**src/rtl/multicycle_controller.sv**
```systemverilog
// Multicycle RV32I control FSM: sequences fetch/decode/execute/writeback on the shared datapath.
// Latency: 2-5 cycles per instruction with MemReady high; Moore outputs follow State the same cycle.
// Backpressure: FETCH/MEMREAD/MEMWRITE hold while MemReady is low; HALT parks until reset.
module multicycle_controller (
    input  logic       clk,
    input  logic       reset,
    input  logic [6:0] Op,
    input  logic       BranchTaken,
    input  logic       MemReady,
    output logic       PCWrite,
    output logic       AdrSrc,
    output logic       MemWrite,
    output logic       IRWrite,
    output logic [1:0] ResultSrc,
    output logic [1:0] ALUSrcA,
    output logic [1:0] ALUSrcB,
    output logic [1:0] ALUOp,
    output logic [2:0] ImmSrc,
    output logic       RegWrite,
    output logic       Retire,
    output logic       Halted,
    output logic       Illegal,
    output logic [3:0] State
);

    typedef enum logic [3:0] {
        FETCH    = 4'd0,
        DECODE   = 4'd1,
        MEMADR   = 4'd2,
        MEMREAD  = 4'd3,
        MEMWB    = 4'd4,
        MEMWRITE = 4'd5,
        EXECR    = 4'd6,
        EXECI    = 4'd7,
        ALUWB    = 4'd8,
        BRANCH   = 4'd9,
        JAL      = 4'd10,
        JALR     = 4'd11,
        LINK     = 4'd12,
        LUI      = 4'd13,
        HALT     = 4'd14
    } state_t;

    localparam logic [6:0] OP_LOAD   = 7'b0000011;
    localparam logic [6:0] OP_STORE  = 7'b0100011;
    localparam logic [6:0] OP_RTYPE  = 7'b0110011;
    localparam logic [6:0] OP_ITYPE  = 7'b0010011;
    localparam logic [6:0] OP_BRANCH = 7'b1100011;
    localparam logic [6:0] OP_JAL    = 7'b1101111;
    localparam logic [6:0] OP_JALR   = 7'b1100111;
    localparam logic [6:0] OP_LUI    = 7'b0110111;
    localparam logic [6:0] OP_AUIPC  = 7'b0010111;
    localparam logic [6:0] OP_SYSTEM = 7'b1110011;

    state_t state_q, state_d;
    logic   halted_q, illegal_q, illegal_d;

    always_ff @(posedge clk or posedge reset) begin
        if (reset) begin
            state_q   <= FETCH;
            halted_q  <= 1'b0;
            illegal_q <= 1'b0;
        end else begin
            state_q <= state_d;
            if (state_d == HALT) halted_q  <= 1'b1;
            if (illegal_d)       illegal_q <= 1'b1;
        end
    end

    always_comb begin
        state_d   = state_q;
        illegal_d = 1'b0;
        PCWrite   = 1'b0;
        AdrSrc    = 1'b0;
        MemWrite  = 1'b0;
        IRWrite   = 1'b0;
        ResultSrc = 2'b00;
        ALUSrcA   = 2'b00;
        ALUSrcB   = 2'b00;
        ALUOp     = 2'b00;
        RegWrite  = 1'b0;
        Retire    = 1'b0;

        // Immediate format tracks the opcode in every state, matching the single-cycle decoder.
        case (Op)
            OP_STORE:         ImmSrc = 3'b001;
            OP_BRANCH:        ImmSrc = 3'b010;
            OP_LUI, OP_AUIPC: ImmSrc = 3'b011;
            OP_JAL:           ImmSrc = 3'b100;
            default:          ImmSrc = 3'b000;
        endcase

        case (state_q)
            FETCH: begin
                ALUSrcB   = 2'b10;
                ResultSrc = 2'b10;
                IRWrite   = MemReady;
                PCWrite   = MemReady;
                if (MemReady) state_d = DECODE;
            end
            DECODE: begin
                ALUSrcA = 2'b01;
                ALUSrcB = 2'b01;
                case (Op)
                    OP_LOAD, OP_STORE: state_d = MEMADR;
                    OP_RTYPE:          state_d = EXECR;
                    OP_ITYPE:          state_d = EXECI;
                    OP_BRANCH:         state_d = BRANCH;
                    OP_JAL:            state_d = JAL;
                    OP_JALR:           state_d = JALR;
                    OP_LUI:            state_d = LUI;
                    OP_AUIPC:          state_d = ALUWB;
                    OP_SYSTEM:         state_d = HALT;
                    default: begin
                        state_d   = HALT;
                        illegal_d = 1'b1;
                    end
                endcase
            end
            MEMADR: begin
                ALUSrcA = 2'b10;
                ALUSrcB = 2'b01;
                state_d = (Op == OP_STORE) ? MEMWRITE : MEMREAD;
            end
            MEMREAD: begin
                AdrSrc = 1'b1;
                if (MemReady) state_d = MEMWB;
            end
            MEMWB: begin
                ResultSrc = 2'b01;
                RegWrite  = 1'b1;
                Retire    = 1'b1;
                state_d   = FETCH;
            end
            MEMWRITE: begin
                AdrSrc   = 1'b1;
                MemWrite = 1'b1;
                Retire   = MemReady;
                if (MemReady) state_d = FETCH;
            end
            EXECR: begin
                ALUSrcA = 2'b10;
                ALUOp   = 2'b10;
                state_d = ALUWB;
            end
            EXECI: begin
                ALUSrcA = 2'b10;
                ALUSrcB = 2'b01;
                ALUOp   = 2'b10;
                state_d = ALUWB;
            end
            ALUWB: begin
                RegWrite = 1'b1;
                Retire   = 1'b1;
                state_d  = FETCH;
            end
            BRANCH: begin
                ALUSrcA = 2'b10;
                ALUOp   = 2'b01;
                PCWrite = BranchTaken;
                Retire  = 1'b1;
                state_d = FETCH;
            end
            JAL: begin
                // Target already sits in ALUOut; the ALU computes the link value meanwhile.
                PCWrite = 1'b1;
                ALUSrcA = 2'b01;
                ALUSrcB = 2'b10;
                state_d = ALUWB;
            end
            JALR: begin
                ALUSrcA   = 2'b10;
                ALUSrcB   = 2'b01;
                ResultSrc = 2'b10;
                PCWrite   = 1'b1;
                state_d   = LINK;
            end
            LINK: begin
                ALUSrcA = 2'b01;
                ALUSrcB = 2'b10;
                state_d = ALUWB;
            end
            LUI: begin
                ALUSrcA = 2'b11;
                ALUSrcB = 2'b01;
                state_d = ALUWB;
            end
            HALT: state_d = HALT;
            default: state_d = FETCH;
        endcase
    end

    assign Halted  = halted_q;
    assign Illegal = illegal_q;
    assign State   = state_q;

endmodule

```
**config.mk**
```make
export PLATFORM = sky130hd
export DESIGN_NAME = multicycle_controller
export DESIGN_NICKNAME = d
export VERILOG_FILES = /design/src/rtl/multicycle_controller.sv
export SDC_FILE = /design/constraint.sdc
export NUM_CORES = 1
export LEC_CHECK = 0
export ABC_CLOCK_PERIOD_IN_PS = 5000
export BUFFER_PORTS_ARGS = -buffer_cell sky130_fd_sc_hd__buf_2
export CORE_UTILIZATION = 50
export CTS_CLUSTER_DIAMETER = 200
export DETAILED_ROUTE_END_ITERATION = 10
export GPL_TIMING_DRIVEN = 1
export MAX_ROUTING_LAYER = met4
export PLACE_DENSITY_LB_ADDON = 0.12
export SLEW_MARGIN = 30
export SYNTH_ARGS = -nofsm -noshare
export SYNTH_HDL_FRONTEND = slang
export SYNTH_SLANG_ARGS = --single-unit
```
**constraint.sdc**
```tcl
create_clock -name clk -period 5 [get_ports clk]
set_input_delay 0 -clock clk [delete_from_list [all_inputs] [get_ports clk]]
set_output_delay 0 -clock clk [all_outputs]
set_load 0.01 [all_outputs]
```
==> summary.md, run 1 <==
| Metric | Value |
|---|---|
| Status | finished, final reports clean |
| DRT antenna net count | 0 |
| Worst-case clock skew | 8.78 ps |
| Kind of critical path | flip-flop to flip-flop |
| I/O pins | 34 |
| Post-CTS Setup Bufs | 0 |
| Syn Std Cell Area | around 760 um2 |
| Max Slew Vio Count | 0 |
| Slew @ Worst Pin | ~570 ps |
| Vias per cell | between 5 and 6 |
| Predominant post-synthesis flop cell | dfrtp_1 |
| Die width | 41.0 um |
| Routed len/inst | approximately 12 um |
| Via Count | between 800 and 900 |
| Unrepaired setup endpoints after global routing | false |
| Largest net degree at the start of global routing | 22 |
| Die Y | 41.0 um |
| Final Total Pwr | approximately 0.00046 W |
| Max Cap Viol | 0 |
| Fin crit share | a little under two fifths |
| Num CTS Buffers | 3 |
| Ys async rst share | 100% |
| Static leakage | between 0.4 and 0.5 nW |
| Worst Path Max Fanout | 20 |
| Initial DRC Count | 21 |
| Clock transition at the registers of the reported paths | roughly 50 ps |
| Count leader, synth | nor2_1 |
| Fraction of layout cells with a size suffix above 1 | between 30% and 40% |
| Number of synthesized register bits | 6 |
| Grt ovf | 0 |
| Initial antenna violation count | 0 |
| Total GRT Usage | between 20 and 25% |
| Vias in the first global route | 599 |
| Period minus WS final | roughly 1900 ps |
| Leading post-synthesis cells by cell area | dfrtp_1, nor2_1, nand2b_1 |
| Root Buffer | clkbuf_4 |
| Worst Setup Start Kind | flip-flop |
| # diodes | 0 |
| Core footprint | about 0.0014 mm2 |
| Final setup viols | 0 |
| Synth top area share | about a fifth |
| Max Fclk | 522 MHz |
| Crit. End Element | flip-flop |
| DIE AREA | 0.00168 mm2 |
| Initial Utilization | between 50% and 60% |
| Total Nets Final | around 150 |
| Gp weighted congestion | about 0.8 |
| Worst slew margin | between 60 and 70% |
| TNS Setup | 0 ps |
| CTS tree | built |
| PD cells | ~500 mW/mm2 |
| Post-route DRC | 0 |
| CTS Sinks | 6 |
| CP Data Required Time | approximately 5100 ps |
| DP HPWL | approximately 1.3 mm |
| Yosys warns | 0 |
| Register area share after synthesis | about a fifth |
| H-Tree Depth | 1 |
| Yosys cell types | 40 |
| WL final | about 1.8 mm |
| Yosys top cell by area | dfrtp_1 |
| Cell Rows | 13 |
| WP data arrival | 2040 ps |
| Post-synth EDFFs | 0 |
| Hold Crit Class | primary input to async pin |
| Post-layout util | ~68% |
| Post-Synthesis Cells | around 110 |
| Post-Syn Area per Cell | around 7 um2 |
| Pre-antenna DRT Iters | 4 |
| Port Buffers | 33 |
| Most frequent cells after synthesis | nor2_1, a21oi_1, nand2_1, nand2b_1 |
| Clock buffer depth | 2 |
| Worst vdd ir | between 400 and 500 uV |
| Syn Nets | 120 |
| Latest clock arrival within the worst-skew pair | roughly 240 ps |
| Final Hold Fails | 0 |
| Area Overhead vs Synth | 21.8% |
| First-pass GRT wire length | approximately 2.4 mm |
-- repair_timing --
action	in CTS	in global routing
resized for setup	0	0
endpoints found under the hold margin	6	0
hold buffers	1	0
-- sequential cells by signal, indices dropped and copies added (netlist names) --
signal   count
Halted       1
Illegal      1
State        4
-- critical path, stage by stage, from the launching register on --
cell     delay, ps
dfrtp_1        580
or4b_4         650
o32a_1         370
a41o_1         210
-- cells in the final DEF (no fill, tap or decap), types with 2 or more instances in the layout --
cell / n
dfrtp_1: 6
buf_2: 33
and3_1: 2
nor2_1: 17
nand2_1: 8
clkbuf_4: 3
mux2i_1: 2
or3_1: 2
o22ai_1: 2
inv_1: 6
a21oi_1: 9
nand3b_1: 2
nand3_1: 2
nand2b_1: 8
nor3_1: 5
o21ai_0: 6
-- worst paths after layout --
| check | to | depth (start not counted) | slack, ps | from |
|---|---|---|---|---|
| worst max-delay path | Halted | 3 | 3080 | State[2] |
| worst min-delay path | Halted | 3 | 210 | reset |
| worst max register to register | Halted | 3 | 3080 | State[2] |
| worst min register to register | Illegal | 1 | 460 | Illegal |
| max in group asynchronous | State[0] | 3 | 4590 | reset |
| min in group clk | Illegal | 3 | 230 | Op[5] |
-- per-stage QoR --
| step | hold WS [ps] | setup WS, ps | instances | cell area (um2) |
|---|---|---|---|---|
| final | 212 | 3080 | 151 | 928 |
| after detailed placement | -83.8 | 3090 | 147 | 896 |
| after global routing | 225 | 3010 | 151 | 928 |
| after floorplan | -209 | 3230 | 109 | 762 |
| after CTS | 208 | 3080 | 151 | 928 |
| after global placement | -87.4 | 3120 | 147 | 896 |
-- cell families (layout without fill, tap and decap cells) --
kind of cell / count (synthesis) / in the layout / synth area share (%)
xor gates and xnor gates: 1 / 1 / 1.15
buffers and inverters: 16 / 43 / 9.52
AOI/OAI and AO/OA: 31 / 31 / 30.4
and+or+nand+nor: 52 / 52 / 35.1
muxes: 3 / 3 / 4.11
DFF: 6 / 6 / 19.7
-- cell type report --
class | instances | area (um2)
Multi-Input combinational cell | 87 | 539
Clock buffer | 3 | 22.5
Sequential cell | 6 | 150
Tap cell | 15 | 18.8
Timing Repair Buffer | 34 | 175
Fill cell | 123 | 438
Inverter | 6 | 22.5
-- power breakdown --
part	total, W	switching (W)	internal (W)
Combinational	0.000289	0.000156	0.000133
Clock	0.0000425	0.0000155	0.0000270
Sequential	0.000128	0.0000628	0.0000650
-- metal layers --
layer	global-route usage, %	vias up	share of wire (%)
li1	-	450	-
met1	28.1	412	47
met2	37.1	33	47
met3	1.63	0	5.9
met4	5.00	0	0
met5	-	-	0
(Power assumes the default switching activity.)
==> inputs of run 2 (changes only) <==
ABC_CLOCK_PERIOD_IN_PS = 1900   (was 5000)
CORE_UTILIZATION = 46   (was 50)
clock period = 1.9 ns   (was 5 ns; I/O delays follow)
==> summary.md, run 2 (synthesis gave the netlist of run 1 again) <==
| Metric | Value |
|---|---|
| Status | finished, final reports clean |
| Register area | ~150 um2 |
| Worst Path Max Fanout | 7 |
| Max reg flops | 4 |
| Pre-antenna DRT Iters | 4 |
| TNS Setup | 0 ps |
| PD cells | about 1300 mW/mm2 |
| Max Slew Vio Count | 0 |
| Root Buffer | clkbuf_4 |
| Kind of critical path | flip-flop to flip-flop |
| DRT antenna net count | 0 |
| Sequential fraction of design power | about 17% |
| Worst r2r src | State[3] |
| Clock share of power | roughly 8.6% |
| Worst slew margin | between 80% and 90% |
| Worst-case clock skew | ~3.0 ps |
| Slew @ Worst Pin | between 200 and 300 ps |
| CTS resizes | 0 |
| Crit. End Element | flip-flop |
| Port Buffers | 33 |
| Fraction of layout cells with a size suffix above 1 | 33.6% |
| I/O pins | 34 |
| Most common cell after layout, fill and taps aside | buf_2 |
| Die Y | about 43 um |
| Combinational share of power | between 70% and 80% |
| CP Cell Sequence | or4b_4 -> o32a_1 -> a41o_1 |
| Final setup viols | 0 |
| Clock buffer depth | 2 |
| Routed len/inst | roughly 12 um |
| Vias in the first global route | 750 |
| Area Overhead vs Synth | 28.9% |
| Num CTS Buffers | 3 |
| Post-route DRC | 0 |
| CTS tree | built |
| Setup crit start | State[3] |
| Total GRT Usage | roughly a quarter |
| Multi-input logic area | about 540 um2 |
| Vias per cell | 5.62 |
| Net Sw Power | 0.000636 W |
| Via Count | ~890 |
| Max Fclk | between 500 and 600 MHz |
| Initial DRC Count | 22 |
| DP HPWL | between 1 and 1.5 mm |
| Total Nets Final | 156 |
| Latest clock arrival within the worst-skew pair | around 240 ps |
| # diodes | 0 |
| Crit-path max cell delay | 570 ps |
| Period minus WS final | between 1500 and 2000 ps |
| H-Tree Depth | 1 |
| Initial Utilization | 50.0% |
| Fin crit share | approximately nine tenths |
| Hold Crit Class | primary input to async pin |
| Gp weighted congestion | 0.856 |
| Cell-internal power | between 0.0006 and 0.0007 W |
| Unrepaired setup endpoints after global routing | false |
| CTS Sinks | 6 |
| Clock transition at the registers of the reported paths | ~40 ps |
| Static leakage | roughly 0.48 nW |
| Die width | 42.7 um |
| Worst vdd ir | a little under 900 uV |
| # fillers | approximately 140 |
| Grt ovf | 0 |
| Cell Rows | 14 |
| Max Cap Viol | 0 |
| Worst Setup Start Kind | flip-flop |
| CP Data Required Time | 2020 ps |
| Largest net degree at the start of global routing | 18 |
| Initial antenna violation count | 0 |
| Core footprint | ~0.0015 mm2 |
| WP data arrival | between 1500 and 2000 ps |
| WL final | just under 2 mm |
| Worst hold slack | between 200 and 250 ps |
| Final Hold Fails | 0 |
| DIE AREA | 0.00182 mm2 |
| Slowest CP cell | or4b_4 |
| Sw frac | ~49% |
| Most frequent cells in the layout | buf_2, nor2_1, a21oi_1 |
| First-pass GRT wire length | around 3.2 mm |
-- run 2: cell count changes in the layout (fill, tap and decap cells not counted), sizes merged --
cell  previous run  this run
buf             33        40
-- run 2: layout make-up --
type                       instances  share of cell area [%]
multi-input combinational         87                    54.9
timing repair buffer              41                    23.2
tap                               16                    2.04
clock buffer                       3                    2.29
sequential                         6                    15.3
inverter                           6                    2.29
-- run 2: final timing paths --
| check | endpoint | slack (ps) | depth (start not counted) |
|---|---|---|---|
| hold / removal | State[0] | 220 | 3 |
| min in group clk | State[1] | 250 | 3 |
| setup / recovery | Halted | 180 | 3 |
| hold reg to reg | Illegal | 470 | 1 |
| setup reg to reg | Halted | 180 | 3 |
| max in group asynchronous | Illegal | 1500 | 3 |
-- run 2: power by group through the flow --
stage	logic (W)	registers [W]	clock network [W]
4_1_cts	0.000967	0.000219	0.000119
5_1_grt	0.00108	0.000226	0.000128
6_report	0.000966	0.000218	0.000112
2_1_floorplan	0.000651	0.000220	0
3_5_place_dp	0.000960	0.000220	0
3_3_place_gp	0.000946	0.000217	0
-- run 2: per-stage QoR --
stage / util (%) / total power (W) / cell area, um2 / setup WS [ps] / instances
detailed placement: 62.3 / 0.00118 / 950 / 190 / 155
global route: 64.4 / 0.00143 / 982 / 84.1 / 159
global placement: 62.3 / 0.00116 / 950 / 238 / 155
finish: 64.4 / 0.00130 / 982 / 177 / 159
CTS: 64.4 / 0.00130 / 982 / 178 / 159
floorplan: - / 0.000871 / 762 / 128 / 109
-- run 2: worst max-delay path: cells and delay by family, from the launching register on --
family / cells / cell delay, ps
AO/OA/AOI/OAI: 2 / 600
flip-flops: 1 / 430
AND/OR/NAND/NOR: 1 / 570
-- run 2: metal layers --
layer,up-vias,track usage [%],part of all wire (%)
met5,-,-,0
met4,0,11.3,0.88
met3,2,2.55,4.4
met2,30,36.7,49
met1,402,30.4,46
li1,460,-,-
-- run 2: timing repair --
| action | in CTS | in global routing |
|---|---|---|
| hold buffers | 1 | 0 |
| buffers inserted | 0 | 0 |
| hold endpoints to repair | 6 | 0 |
==> inputs of run 3 (changes only) <==
GPL_ROUTABILITY_DRIVEN = 0   (was unset)
SETUP_SLACK_MARGIN = 0.3   (was unset)
==> summary.md, run 3 (synthesis gave the netlist of run 1 again) <==
| Metric | Value |
|---|---|
| DRT antenna net count | 0 |
| Fin crit share | 86.4% |
| Worst slew margin | between 80% and 90% |
| Crit. End Element | flip-flop |
| Max Slew Vio Count | 0 |
| Latest clock arrival within the worst-skew pair | about 240 ps |
| H-Tree Depth | 1 |
| Dpl cells | ~150 |
| Crit-path max cell delay | a little under 600 ps |
| DP HPWL | 1.54 mm |
| Status | finished, final reports clean |
| Core footprint | between 0.0015 and 0.002 mm2 |
| Clock transition at the registers of the reported paths | roughly 40 ps |
| Clock buffer depth | 2 |
| Period minus WS final | between 1500 and 2000 ps |
| R2R cell count | 5 |
| I/O pins | 34 |
| CP delay by family, top | simple AND/OR/NAND/NOR gates |
| DIE AREA | approximately 0.0018 mm2 |
| Total Nets Final | 157 |
| # diodes | 0 |
| Die Y | 42.7 um |
| Worst r2r src | State[3] |
| Via Count | 932 |
| TNS Setup | 0 ps |
| Root Buffer | clkbuf_4 |
| R2R setup slack | between 200 and 300 ps |
| Post-route insts no fill | 160 |
| Worst Setup Start Kind | flip-flop |
| Max Cap Viol | 0 |
| Final Total Pwr | roughly 0.0013 W |
| Grt ovf | 0 |
| Num CTS Buffers | 3 |
| Most common cell after layout, fill and taps aside | buf_2 |
| Unrepaired setup endpoints after global routing | true |
| Max Fclk | 609 MHz |
| CTS tree | built |
| Worst Path Buf+Inv | 0 |
| Post-route DRC | 0 |
| Slew @ Worst Pin | roughly 250 ps |
| CP Cell Sequence | or4b_4 -> a2111oi_4 -> a31oi_1 -> o311ai_2 -> a41o_1 |
| Worst Path Max Fanout | 5 |
| Fraction of layout cells with a size suffix above 1 | 36.1% |
| Static leakage | between 0.4 and 0.5 nW |
| Critical R2R Capture | Halted |
| WL final | roughly 2 mm |
| Worst-case clock skew | 0.349 ps |
| Final Hold Fails | 0 |
| Die width | around 43 um |
| Max reg flops | 4 |
| First-pass GRT wire length | about 3.3 mm |
| Initial Utilization | around half |
| CP Data Required Time | about 2100 ps |
| Worst hold slack | roughly 220 ps |
| Routed len/inst | between 10 and 15 um |
| CTS Sinks | 6 |
| Largest net degree at the start of global routing | 18 |
| Hold Crit Class | primary input to async pin |
| Vias per cell | between 5 and 6 |
| Initial antenna violation count | 0 |
| Vias in the first global route | around 760 |
| Cell Rows | 14 |
| PD cells | ~1300 mW/mm2 |
| Port Buffers | 33 |
| Initial DRC Count | 55 |
| Slowest CP cell | or4b_4 |
| WP data arrival | 1810 ps |
| Final setup viols | 0 |
| Worst vdd ir | ~1000 uV |
| Area Overhead vs Synth | 31.9% |
| Most frequent cells in the layout | buf_2, nor2_1, a21oi_1 |
| Pre-antenna DRT Iters | 4 |
| Kind of critical path | flip-flop to flip-flop |
| Total GRT Usage | between 20 and 25% |
==> run 3: stage by stage <==
stage	setup slack, ps	util, %	instance area (um2)
after global placement	299	61.8	942
after detailed placement	245	61.8	942
after floorplan	222	-	763
final	259	65.9	1000
after CTS	263	64.6	985
after global routing	184	65.9	1000
==> run 3: cell type report <==
cell class                 count  area [um2]
timing repair buffer          42         240
tap                           16        20.0
inverter                       6        22.5
sequential                     6         153
multi-input combinational     87         547
clock buffer                   3        22.5
fill                         147         519
==> run 3: repair_timing <==
action / 4_1_cts / 5_1_grt
endpoints found under the hold margin: 6 / 0
resized for setup: 2 / 2
buffers inserted: 1 / 1
hold buffers: 1 / 0
setup endpoints to repair: 1 / 4
==> run 3: where the power goes <==
part | internal, W | switching (W)
combinational | 0.000431 | 0.000556
sequential | 0.000177 | 0.0000545
clock | 0.0000710 | 0.0000394
total | 0.000680 | 0.000650
==> run 3: worst max path at each step <==
| stage | slack [ps] | from | end | cells after the start |
|---|---|---|---|---|
| after floorplan | 220 | State[2] | Halted | 4 |
| after global placement | 300 | State[3] | Halted | 5 |
| after detailed placement | 240 | State[3] | Halted | 5 |
| after CTS | 260 | State[3] | Halted | 5 |
| after global routing | 180 | State[3] | Halted | 5 |
| final | 260 | State[3] | Halted | 5 |
==> run 3: tightest hold or removal path: cells and delay by family <==
kind,cells,cell delay [ps]
buf+inv,3,820
==> run 3: metal layers <==
layer	GRT usage, %	share of wire [%]	vias up
li1	-	-	462
met1	32.6	44	431
met2	36.7	49	39
met3	1.70	7.6	0
met4	4.38	0	0
met5	-	0	-
